==> src/rtl/uart_rx_frame_pkg.sv <==
// Shared UART framing definitions: FSM state encoding, data width and baud-count derivation,
// so the receiver and transmitter derive identical bit timing.
package uart_rx_frame_pkg;

  typedef enum logic [1:0] {
    S_IDLE  = 2'd0,
    S_START = 2'd1,
    S_DATA  = 2'd2,
    S_STOP  = 2'd3
  } rx_state_e;

  localparam int DATA_BITS = 8;

  function automatic int clks_per_bit(input int clk_freq, input int baud);
    return clk_freq / baud;
  endfunction

endpackage

==> src/rtl/uart_rx_sync.sv <==
// Two-flop synchronizer for the async serial pin plus a third flop for falling-edge detect.
// All flops reset to the idle-line level so a reset never fabricates a start edge.
module uart_rx_sync (
  input  logic i_clk,
  input  logic i_rst,   // synchronous, active-low
  input  logic i_rx,
  output logic o_s2,
  output logic o_fe
);

  logic r_s1;
  logic r_s2;
  logic r_s3;

  always_ff @(posedge i_clk) begin
    if (!i_rst) begin
      r_s1 <= 1'b1;
      r_s2 <= 1'b1;
      r_s3 <= 1'b1;
    end else begin
      r_s1 <= i_rx;
      r_s2 <= r_s1;
      r_s3 <= r_s2;
    end
  end

  assign o_s2 = r_s2;
  assign o_fe = r_s3 & ~r_s2;

endmodule

==> src/rtl/uart_rx_frame.sv <==
// UART 8N1 receiver: centre-samples each bit with an internal baud counter and presents the
// last good byte on rx_data, with rx_intr framing the reception for the downstream transmitter.
module uart_rx_frame
  import uart_rx_frame_pkg::*;
#(
  parameter int CLK_FREQ = 50_000_000,
  parameter int BAUD     = 9600
) (
  input  logic       clk,
  input  logic       rst,
  input  logic       uart_rx,
  output logic [7:0] rx_data,
  output logic       rx_intr,
  output logic       rx_valid,
  output logic       frame_err
);

  localparam int BIT_CNT  = clks_per_bit(CLK_FREQ, BAUD);
  localparam int HALF_CNT = BIT_CNT / 2;
  localparam int CNT_W    = $clog2(BIT_CNT);

  localparam logic [CNT_W-1:0] BIT_END  = CNT_W'(BIT_CNT - 1);
  localparam logic [CNT_W-1:0] HALF_END = CNT_W'(HALF_CNT - 1);
  localparam logic [2:0]       LAST_BIT = 3'(DATA_BITS - 1);

  logic w_s2;
  logic w_fe;

  uart_rx_sync u_sync (
    .i_clk (clk),
    .i_rst (rst),
    .i_rx  (uart_rx),
    .o_s2  (w_s2),
    .o_fe  (w_fe)
  );

  rx_state_e        r_state;
  rx_state_e        w_state_nxt;
  logic [CNT_W-1:0] r_cnt;
  logic [2:0]       r_bit_idx;
  logic [7:0]       r_shreg;
  logic [7:0]       r_rx_data;
  logic             r_rx_intr;
  logic             r_rx_valid;
  logic             r_frame_err;

  logic w_cnt_clr;
  logic w_shift;
  logic w_bit_clr;
  logic w_done_ok;
  logic w_done_err;

  always_comb begin
    w_state_nxt = r_state;
    w_shift     = 1'b0;
    w_bit_clr   = 1'b0;
    w_done_ok   = 1'b0;
    w_done_err  = 1'b0;
    case (r_state)
      S_IDLE: begin
        if (w_fe) w_state_nxt = S_START;
      end
      S_START: begin
        if (r_cnt == HALF_END) begin
          if (w_s2) begin
            w_state_nxt = S_IDLE;
          end else begin
            w_state_nxt = S_DATA;
            w_bit_clr   = 1'b1;
          end
        end
      end
      S_DATA: begin
        if (r_cnt == BIT_END) begin
          w_shift = 1'b1;
          if (r_bit_idx == LAST_BIT) w_state_nxt = S_STOP;
        end
      end
      S_STOP: begin
        if (r_cnt == BIT_END) begin
          w_state_nxt = S_IDLE;
          w_done_ok   = w_s2;
          w_done_err  = ~w_s2;
        end
      end
      default: w_state_nxt = S_IDLE;
    endcase
    // Counter restarts on every state change and at each data-bit sample.
    w_cnt_clr = (w_state_nxt != r_state) | w_shift | (r_state == S_IDLE);
  end

  always_ff @(posedge clk) begin
    if (!rst) begin
      r_state     <= S_IDLE;
      r_cnt       <= '0;
      r_bit_idx   <= '0;
      r_rx_data   <= 8'h00;
      r_rx_intr   <= 1'b0;
      r_rx_valid  <= 1'b0;
      r_frame_err <= 1'b0;
    end else begin
      r_state     <= w_state_nxt;
      r_cnt       <= w_cnt_clr ? '0 : r_cnt + 1'b1;
      if (w_bit_clr)    r_bit_idx <= '0;
      else if (w_shift) r_bit_idx <= r_bit_idx + 3'd1;
      if (w_done_ok) r_rx_data <= r_shreg;
      // rx_intr falls on the same edge that raises rx_valid / frame_err, or on a glitch reject.
      r_rx_intr   <= (w_state_nxt != S_IDLE);
      r_rx_valid  <= w_done_ok;
      r_frame_err <= w_done_err;
    end
  end

  // Assembly register never reaches rx_data except on a good stop bit, so it needs no reset.
  always_ff @(posedge clk) begin
    if (w_shift) r_shreg <= {w_s2, r_shreg[7:1]};
  end

  assign rx_data   = r_rx_data;
  assign rx_intr   = r_rx_intr;
  assign rx_valid  = r_rx_valid;
  assign frame_err = r_frame_err;

endmodule

==> config.mk <==
export PLATFORM = sky130hd
export DESIGN_NAME = uart_rx_frame
export DESIGN_NICKNAME = d
export VERILOG_FILES = /design/src/rtl/uart_rx_frame_pkg.sv /design/src/rtl/uart_rx_sync.sv /design/src/rtl/uart_rx_frame.sv
export SDC_FILE = /design/constraint.sdc
export NUM_CORES = 1
export LEC_CHECK = 0
export ABC_AREA = 0
export CORE_UTILIZATION = 40
export DETAILED_ROUTE_END_ITERATION = 10
export DONT_BUFFER_PORTS = 1
export GPL_TIMING_DRIVEN = 0
export PLACE_DENSITY = 0.64
export SETUP_SLACK_MARGIN = 0.2
export SLEW_MARGIN = 20
export SYNTH_ARGS = -nofsm -noshare
export SYNTH_HDL_FRONTEND = slang
export SYNTH_SLANG_ARGS = --single-unit
==> constraint.sdc <==
create_clock -name clk -period 2 [get_ports clk]
set_input_delay 0.4 -clock clk [delete_from_list [all_inputs] [get_ports clk]]
set_output_delay 0.4 -clock clk [all_outputs]
set_load 0.01 [all_outputs]
==> impl_metrics.tcl <==
set metrics [dict create \
    required_ps 2190 \
    swShare_pct 20.4 \
    synth_area_um2 1660 \
    core.rowCount 23 \
    grt.total_usage_pct 15.6 \
    synth-simple-area-share_pct 25.7 \
    clk_latency_ps 290 \
    fmax_mhz 580 \
    cap_violations 0 \
    nets 166 \
    synth_fa_ha_area_share_pct 2.26 \
    path_clk_slew_ps 80 \
    place_hpwl_um 2090 \
    via_per_inst 5.31 \
    ys_async_sr_fraction_pct 0 \
    synth_edf_count 8 \
    synth_seq_cells 40 \
    p_switching_mw 0.308 \
    drt_iter0_markers 79 \
    cts_tree "built" \
    io_buffers 0 \
    power.density_nw_per_um2 777 \
    slowest_stage "or4_4" \
    period_share_pct 86.2 \
    p_total_mw 1.51 \
    rsz0062_at_grt "no" \
    yosys-mux-area-fraction_pct 6.02 \
    cpPeakStageDelay_ps 450 \
    dominantRegCellSynth "dfxtp_1" \
    yosysWarnings 0 \
    totalWireLength_um 2990 \
    setup_tns_ps 0 \
    startpoint_type "flip-flop" \
    status "complete, no violations" \
    end_kind "flip-flop" \
    cp_cell_sequence "ha_1 > buf_6 > nand4bb_4 > or4_4 > buf_8 > mux2i_1 > nor2_1" \
    fp.dieH_um 66.5 \
    critPathTopFamily "simple AND/OR/NAND/NOR gates" \
    critPathKind "flip-flop to flip-flop" \
    final_antenna_net_count 0 \
    finalInstanceArea_um2 1950 \
    drc 0 \
    synthDistinctLibCells 38 \
    antenna_found_initial 0 \
    grt_pass1_wl_um 4940 \
    wl_per_cell_um 14.2 \
    avgSynthCellArea_um2 11.2 \
    max_slew_margin_pct 72.9 \
    htree_levels 2 \
    crit_arrival_ps 1910 \
    p_leak_nw 0.705 \
    die_w_um 66.5 \
    drive_above_1_share_pct 18.0 \
    cts_hold_buffers 0 \
    worstHoldPathType "input pin to flip-flop" \
    worst_hold_slack_ps 182 \
    vdd_drop_max_v 0.000351 \
    initial_core_util_pct 41.6 \
    fin_crit_ps 1720 \
    cts_sinks 40 \
    num_io_pins 14 \
    grt_max_degree 15 \
    cts-root-buf "clkbuf_8" \
    synth_cells 149 \
    die_area_um2 4420 \
    synth_compound_area_share_pct 5.04 \
    p_int_mw 1.20 \
    grt_pass1_vias 1111 \
    syn_nets 155 \
    via_count 1121 \
    cts.path.max_buffers 2 \
    core_area_um2 4000 \
    tightest_slew_ps 401 \
    combPwrFrac_pct 1.2 \
    finalSetupViolCount 0 \
    hold_viol 0 \
    stdcell_count 211 \
    placed_cells 199 \
    place.gp.congestion 0.808 \
    dpl_cell_area_um2 1730 \
    synth_xor_area_share_pct 5.27 \
    synth_top_family_by_area "simple AND/OR/NAND/NOR gates" \
    skew_ps 5.45 \
    crit_path_max_fanout 9 \
    slew_violations 0 \
    path_buf_inv 2 \
    synth-seq-area-share_pct 53.0 \
    pwr-share-clk_pct 44.2 \
    overflow 0 \
    cts_buffers 5 \
    syn2layout_area_growth_pct 17.1 \
    diodes 0 \
    dr.pass1.iters 4 \
    seqPwrFrac_pct 54.6 \
]
[layout make-up]
class	instances	area [µm²]
clock buffers	5	68.8
clock inverters	3	46.3
multi-input cells	101	777
repair buffers	4	42.5
inverters	3	11.3
well taps	50	62.6
plain buffers	5	47.5
flip-flops and latches	40	891
fillers	355	2050
[worst register-to-register path: cells and delay by family, from the launching register on]
| family | cells | cell delay (ps) |
|---|---|---|
| simple gates | 3 | 660 |
| buf+inv | 2 | 300 |
| mux | 1 | 160 |
| flops | 1 | 350 |
| fa+ha+maj | 1 | 150 |
[registers in the layout, summed over array words and instances, names as in the netlist]
signal,flops
frame_err,1
r_bit_idx,3
r_cnt,13
r_shreg,8
r_state,2
rx_data,8
rx_intr,1
rx_valid,1
u_sync.o_s2,1
u_sync.r_s1,1
u_sync.r_s3,1
[placed cells by master, fill, tap and decap left out, types with 2 or more instances in the layout]
| master | n |
|---|---|
| nand4_1 | 4 |
| edfxtp_1 | 8 |
| nor4bb_1 | 4 |
| a21oi_1 | 3 |
| dfxtp_2 | 2 |
| xor2_1 | 8 |
| dfxtp_4 | 2 |
| dfxtp_1 | 28 |
| nor2_1 | 24 |
| ha_1 | 3 |
| inv_1 | 2 |
| buf_6 | 2 |
| and3_1 | 3 |
| xnor2_1 | 2 |
| nand4bb_4 | 3 |
| mux2i_1 | 10 |
| nand2_1 | 3 |
| nand3_1 | 7 |
| nand2b_1 | 6 |
| and4_1 | 2 |
| clkbuf_8 | 5 |
| buf_2 | 2 |
| buf_4 | 3 |
[routing by layer]
| metal | wire length, µm | vias up | GRT usage (%) | share of wire (%) |
|---|---|---|---|---|
| met5 | 0 | - | 0 | 0 |
| li1 | - | 561 | - | - |
| met4 | 22 | 0 | 8.51 | 0.74 |
| met3 | 91 | 2 | 5.65 | 3.0 |
| met2 | 1530 | 18 | 27.0 | 51 |
| met1 | 1350 | 540 | 16.4 | 45 |
[timing repair]
item / CTS / global route
setup endpoints to repair: 29 / 15
gates resized for setup: 7 / 7
pin swaps: 2 / 0
setup buffers: 3 / 1
gates cloned: 0 / 0
[worst paths after layout]
kind / startpoint / endpoint / slack, ps / depth (start not counted)
worst max-delay path: r_cnt[0]$_SDFF_PP0_ / rx_data[4]$_SDFFE_PN0P_ / 280 / 7
worst max register to register: r_cnt[0]$_SDFF_PP0_ / rx_data[4]$_SDFFE_PN0P_ / 280 / 7
worst min register to register: u_sync.r_s1$_SDFF_PN1_ / u_sync.o_s2$_SDFF_PN1_ / 430 / 1
worst min-delay path: rst / u_sync.r_s1$_SDFF_PN1_ / 180 / 1
[cells in the mapped netlist (all sizes together), types with 2 or more instances]
cell type / number / area [µm²]
dfxtp: 32 / 641
nor2: 24 / 90.1
mux2i: 10 / 100
edfxtp: 8 / 240
xor2: 8 / 70.1
nand3: 7 / 35.0
nand2b: 6 / 37.5
buf: 5 / 33.8
nor4bb: 5 / 50.1
nand4: 4 / 25.0
a21oi: 3 / 15.0
and3: 3 / 18.8
ha: 3 / 37.5
nand2: 3 / 11.3
nand4bb: 3 / 71.3
o21ai: 3 / 15.0
and4: 2 / 17.5
inv: 2 / 7.51
or4: 2 / 15.0
xnor2: 2 / 17.5
[through the flow]
| stage | util, % | setup slack, ps |
|---|---|---|
| finish | 48.7 | 275 |
| global placement | 43.2 | 117 |
| global route | 48.7 | 191 |
| detailed placement | 43.2 | 19.3 |
| CTS | 47.6 | 207 |
| floorplan | - | 223 |
[power groups by stage]
stage	Clock [mW]	Sequential [mW]	Combinational, mW
after global placement	0	0.848	0.0145
final	0.669	0.826	0.0185
after global routing	0.719	0.826	0.0208
after CTS	0.687	0.826	0.0177
after floorplan	0	0.846	0.0122
after detailed placement	0	0.848	0.0153
[logic make-up after synthesis]
kind of cell / count (synthesis)
muxes: 10
buffers and inverters: 8
and+or+nand+nor: 65
adders and majority gates: 3
DFF: 40
xor gates and xnor gates: 10
AOI/OAI and AO/OA: 13
Note: power is estimated with default switching activity, not from simulation.
